<file path="config.mk">
export PLATFORM = sky130hd
export DESIGN_NAME = mem_access_unit
export DESIGN_NICKNAME = d
export VERILOG_FILES = /design/src/rtl/mem_access_unit.sv
export SDC_FILE = /design/constraint.sdc
export NUM_CORES = 1
export LEC_CHECK = 0
export ABC_AREA = 0
export CORE_MARGIN = 8
export CORE_UTILIZATION = 34
export CTS_CLUSTER_SIZE = 16
export DETAILED_ROUTE_END_ITERATION = 16
export GPL_TIMING_DRIVEN = 0
export PLACE_DENSITY = 0.76
export SLEW_MARGIN = 20
export SYNTH_ARGS = -nofsm -noshare
export SYNTH_HDL_FRONTEND = slang
export SYNTH_SLANG_ARGS = --single-unit
</file>
<file path="constraint.sdc">
create_clock -name Clk -period 1.4 [get_ports Clk]
set_clock_uncertainty 0.05 [all_clocks]
set_input_delay 0.28 -clock Clk [delete_from_list [all_inputs] [get_ports Clk]]
set_output_delay 0.28 -clock Clk [all_outputs]
set_load 0.01 [all_outputs]
</file>
<file path="src/rtl/mem_access_unit.sv">
// mem_access_unit: MAR/MDR pair plus a three-state access sequencer.
// The CPU loads MAR/MDR from Bus and issues Req. The sequencer then drives the
// RAM strobes until Mem_Ready and reports completion with a one-cycle Done.
// Optional feature macro: MAU_TIMEOUT_EN. When it is defined, an access that
// waits TIMEOUT_CYC cycles without Mem_Ready is aborted and completes with Err=1.
//
// Handshake: Req is a level sampled only in IDLE. Sampling it starts one
// access. Busy stays high from the cycle after Req until Done has been seen.
// Done is exactly one cycle long. Err is meaningful only while Done=1.
// Mem_Ready is sampled only while Mem_CE=1, and its first high sample ends the
// access.
module mem_access_unit #(
  parameter int DATA_W      = 16,
  parameter int ADDR_W      = 16,
  parameter int TIMEOUT_CYC = 15
) (
  input  logic              Clk,
  input  logic              Reset,
  input  logic [DATA_W-1:0] Bus,
  input  logic              LD_MAR,
  input  logic              LD_MDR,
  input  logic              Req,
  input  logic              WE,
  output logic              Busy,
  output logic              Done,
  output logic              Err,
  output logic [ADDR_W-1:0] MAR_Out,
  output logic [DATA_W-1:0] MDR_Out,
  output logic [ADDR_W-1:0] Mem_Addr,
  output logic [DATA_W-1:0] Mem_WData,
  input  logic [DATA_W-1:0] Mem_RData,
  output logic              Mem_CE,
  output logic              Mem_WE,
  input  logic              Mem_Ready
);

  typedef enum logic [1:0] {
    IDLE   = 2'd0,
    ACCESS = 2'd1,
    DONE   = 2'd2
  } state_t;

  state_t            state_q;
  state_t            state_d;
  logic              wr_q;
  logic [ADDR_W-1:0] mar_q;
  logic [DATA_W-1:0] mdr_q;
  logic              to_hit;

  // A zero timeout would make every access abort before the RAM is ever sampled.
  if (TIMEOUT_CYC < 1) begin : g_timeout_range_check
    $error("mem_access_unit: TIMEOUT_CYC must be at least 1");
  end

`ifdef MAU_TIMEOUT_EN
  localparam int CNT_W = $clog2(TIMEOUT_CYC + 1);

  logic [CNT_W-1:0] cnt_q;
  logic             err_q;

  // This is the last ACCESS cycle allowed. Mem_Ready in the same cycle still
  // counts as a normal completion, because the terminal count is gated by !Mem_Ready.
  assign to_hit = (state_q == ACCESS) && !Mem_Ready &&
                  (cnt_q == CNT_W'(TIMEOUT_CYC - 1));

  // Wait counter. It is held at zero outside an access, so it starts clean on entry.
  always_ff @(posedge Clk) begin
    if (Reset) begin
      cnt_q <= '0;
    end else if (state_q != ACCESS) begin
      cnt_q <= '0;
    end else if (!Mem_Ready) begin
      cnt_q <= cnt_q + 1'b1;
    end
  end

  // Remembers whether the access that ended was an abort. It is cleared in IDLE.
  always_ff @(posedge Clk) begin
    if (Reset) begin
      err_q <= 1'b0;
    end else if (state_q == ACCESS) begin
      err_q <= to_hit;
    end else if (state_q == IDLE) begin
      err_q <= 1'b0;
    end
  end

  assign Err = (state_q == DONE) && err_q;
`else
  assign to_hit = 1'b0;
  assign Err    = 1'b0;
`endif

  // State register, access-type latch, and the MAR/MDR datapath.
  always_ff @(posedge Clk) begin
    if (Reset) begin
      state_q <= IDLE;
      wr_q    <= 1'b0;
      mar_q   <= '0;
      mdr_q   <= '0;
    end else begin
      state_q <= state_d;
      if (state_q == IDLE) begin
        // CPU loads are accepted only here, so MAR/MDR stay frozen during an access.
        if (LD_MAR) mar_q <= Bus[ADDR_W-1:0];
        if (LD_MDR) mdr_q <= Bus;
        if (Req)    wr_q  <= WE;
      end else if (state_q == ACCESS && Mem_Ready && !wr_q) begin
        mdr_q <= Mem_RData;
      end
    end
  end

  // Next-state logic. The timeout path only ever fires when the macro is enabled.
  always_comb begin
    state_d = state_q;
    case (state_q)
      IDLE:    if (Req) state_d = ACCESS;
      ACCESS:  if (Mem_Ready || to_hit) state_d = DONE;
      DONE:    state_d = IDLE;
      default: state_d = IDLE;
    endcase
  end

  assign Busy      = (state_q != IDLE);
  assign Done      = (state_q == DONE);
  assign Mem_CE    = (state_q == ACCESS);
  assign Mem_WE    = (state_q == ACCESS) && wr_q;
  assign MAR_Out   = mar_q;
  assign MDR_Out   = mdr_q;
  assign Mem_Addr  = mar_q;
  assign Mem_WData = mdr_q;

endmodule

</file>
Word-level counts from Yosys, hierarchy flattened. Index checks and enable logic that the tools add are counted.

Flip-flop bits (word level): 35. Bits of input ports: 39. Output and inout port bits: 69. Word-level logic and storage cells: 26.

Equality and inequality tests: 5. Multiplexer cells: 6. Reductions and logical operators: 11.

Operator list (count): 2-to-1 mux 16 bit (3); AND reduction 2 bit (4); 2-to-1 mux 2 bit (2); != test 2 bit, second input constant (2); case mux 2 bit (2 select lines) (1); nonzero test 2 bit (2); logical AND 1 bit (3); equality test 2 x 1 -> 1 bit, second input constant (1); equality test 2 bit, second input constant (1); zero test 2 bit (1); != test 2 x 1 -> 1 bit, second input constant (1); zero test 1 bit (1).

Longest topological paths before layout.
Depth after elaboration: 5. Gate-level depth with buffers: 6. Depth with buffers taken out: 3.

Worst setup path after synthesis. Ideal clock, no wire load.

Path kind: register to register. Start point: register state_q[1]. End point: register mar_q[6] (netlist: MAR_Out[6]). Setup time: 0.134 ns. Arrival: 1.152 ns. Data required time: 1.216 ns. Setup slack: 0.064 ns. Stages on the path, launching flop included: 7. Period minus slack after synthesis: 1.336 ns. Cell sequence: dfxtp_1 -> buf_6 -> or3b_1 -> buf_6 -> buf_6 -> nand2_1 -> a21oi_1.

Longest elaborated chain between the ends: 2.

RTL lines: start, declared (line 43) `state_t state_q;`; start signal, assigned (line 102) `state_q <= state_d;`; zero test 2 bit (line 103) `if (state_q == IDLE) begin`; AND reduction 2 bit (no source line); end signal, assigned (line 105) `if (LD_MAR) mar_q <= Bus[ADDR_W-1:0];`; end, declared (line 46) `logic [ADDR_W-1:0] mar_q;`.

No other way between the ends. A chain may end at the register's enable or synchronous reset.

Final worst setup path.
Start point: register state_q[0]. End point: output port Busy.

Longest elaborated chain between the ends: 1.

RTL lines: nonzero test 2 bit (line 125) `assign Busy = (state_q != IDLE);`; end, declared (line 24) `output logic Busy,`.

No other way between the ends.

==> out/results.ini <==
[outcome]
status = finished with violations
violations = setup timing

[route]
drtIter0Drc = 64
avgViaCountPerCell = 4.67
wl_per_cell_um = 16.8
ant_nets = 0
finalWirelength_um = 7070
vias = 1968
drcViolationCount = 0
dr.pass1.iters = 4

[setup_path]
reg2reg_setup_slack_ns = -0.06
regToRegEndpoint = MDR_Out[7]
crit_family = flip-flops
crit_type = flip-flop to primary output
slowest_stage = dfxtp_4
crit_path_end_kind = primary output
worst-path-max-fanout = 6
critPathLaunchType = flip-flop
rr_worst_depth = 7
arrival_ns = 1.15
cp_cell_sequence = buf_8 > or2_4 > buf_6
rr_startpoint = state_q[1]
cp.required_ns = 1.07
slowest_delay_ns = 0.38
path_buf_inv = 2

[layout]
final_core_util = 0.659
fillers = 461
fin_area_sq_um = 3560
diodes = 0
final_nets = 387
drive_gt1_frac = 0.481
syn_to_final_growth_pct = 91.5

[timing]
drv_slew = 0
timing.slew.headroom = 0.504
hold_violations = 0
finalWorstSetupSlack_ns = -0.0848
min_period_over_period = 1.06
setup_viol = 26
worst_pin_slew_ns = 0.744
finalCriticalPeriod_ns = 1.48
rsz0062_at_grt = true
fmax_mhz = 673

[cts]
postCtsHoldBufs = 0
cts_buffers = 5
cts_htree_levels = 2
cts_tree = yes
clock-sinks = 35
clock_latency_ns = 0.29
cts_root_buf = clkbuf_8
clock_path_buffers = 2
path_clk_slew_ns = 0.07

[floorplan]
coreArea_sq_um = 5410
num_rows = 27
die_h_um = 90.0
start_util = 0.344
io_pins = 108
dieArea_sq_um = 8100
die_x_um = 90.0

[yosys]
yosysTopAreaCell = dfxtp_1
synth.area.top_cells = dfxtp_1 38%, buf_4 14%, a21oi_1 8.6%, a211oi_2 6.7%, nand2_1 6.5%
synthDistinctLibCells = 26
synthFlopType = dfxtp_1
synthTopCellsByCount = 35 x buf_4, 35 x dfxtp_1, 32 x a21oi_1, 32 x nand2_1, 16 x o21ai_0
ys_seq_area_frac = 0.377
synth_top_area_share = 0.377
syn_inst = 216
ys_warn_count = 0
async_flop_share = 0
syn_avg_cell_area_sq_um = 8.61
synth_area_sq_um = 1860
synth_edf_count = 0
synth-seq-cells = 35
synth_fp_nets = 255

[placement]
gp_congestion = 0.715
placedInstanceArea_sq_um = 3000
post-dp-hpwl_um = 4810
pre_cts_ws_ns = -0.541
io_buffers = 105

[power_and_ir_drop]
leakage_nw = 1.68
peakVddDrop_mv = 0.577
power.density_nw_per_um2 = 834

[global_routing]
use_met3 = 0.0549
grtUsageMet2 = 0.292
antenna_found_initial = 0
globalRouteTotalUtil = 0.166
grtUsageMet1 = 0.181
grt_max_degree = 17
grt_overflow_total = 0
grt_pass1_vias = 2081
grt_pass1_wl_um = 10800
top_usage_layer = met2

[job]
cap_violations = 0

[hold_path]
hold_class = primary input to flip-flop
holdPathStages = 2
worstHoldStart = Reset
min_to = MDR_Out[15]

-- worst max-delay path by stage --
stage | startpoint | end | depth (start not counted) | slack [ns]
after CTS | state_q[1] | Busy | 4 | -0.14
after floorplan | state_q[1] | MAR_Out[6] | 6 | 0.06
after detailed placement | Mem_Ready | MDR_Out[8] | 5 | -0.54
after global placement | state_q[1] | Done | 4 | -0.47
final | state_q[0] | Busy | 3 | -0.08
after global routing | state_q[1] | MDR_Out[9] | 6 | -0.12
-- metal layers --
layer | vias to the layer above | part of all wire
met1 | 919 | 0.42
met2 | 68 | 0.51
met5 | - | 0
met3 | 9 | 0.060
met4 | 0 | 0.015
li1 | 972 | -
-- repair_timing --
item                       4_1_cts  5_1_grt
cloned                           3        0
pin swaps                       30       14
buffers inserted                14        9
setup endpoints to repair       89       45
resized for setup              160       55
-- report_power, final --
part | internal [W] | switching, W
combinational | 0.000608 | 0.000465
clock | 0.000349 | 0.000366
sequential | 0.00109 | 0.0000910
-- cell usage in the layout (no fill, tap or decap), drive strengths merged, types with 2 or more instances in the layout --
master / synthesis / final
a211oi: 16 / 16
nor3: 17 / 17
mux2i: 2 / 2
nor2b: 2 / 2
a21oi: 32 / 32
dfxtp: 35 / 35
dlygate4sd2: 0 / 63
nand2: 32 / 32
clkdlybuf4s50: 0 / 37
o21ai: 16 / 16
buf: 44 / 70
nor3b: 4 / 4
clkbuf: 7 / 13
-- sequential cells by signal, summed over array words and instances, names as in the netlist --
register and count:
MAR_Out 16, wr_q 1, state_q 2, MDR_Out 16
-- through the flow --
| stage | power [W] | instances | setup TNS [ns] | hold WS (ns) |
|---|---|---|---|---|
| global placement | 0.00213 | 393 | -10.23 | 0.413 |
| CTS | 0.00289 | 417 | -2.30 | 0.347 |
| global route | 0.00311 | 421 | -2.19 | 0.393 |
| floorplan | 0.00164 | 216 | 0 | 0.366 |
| detailed placement | 0.00215 | 393 | -11.24 | 0.420 |
| finish | 0.00297 | 421 | -0.793 | 0.371 |
-- logic make-up after synthesis --
logic type | Yosys count | share of synthesized area
other cells | 1 | 0.00202
buf+inv | 52 | 0.197
simple gates | 62 | 0.193
flops | 35 | 0.377
mux | 2 | 0.0108
compound gates | 64 | 0.221
-- cell type report --
type | count | area (sq um) | share of cell area
buffer | 46 | 389 | 0.109
clock buffer | 7 | 76.3 | 0.0214
clock inverter | 1 | 5.00 | 0.00140
inverter | 1 | 3.75 | 0.00105
multi-input combinational | 129 | 1030 | 0.290
sequential | 35 | 742 | 0.208
tap | 72 | 90.1 | 0.0253
timing repair buffer | 130 | 1220 | 0.343
Power figures use the tool's default switching activity.
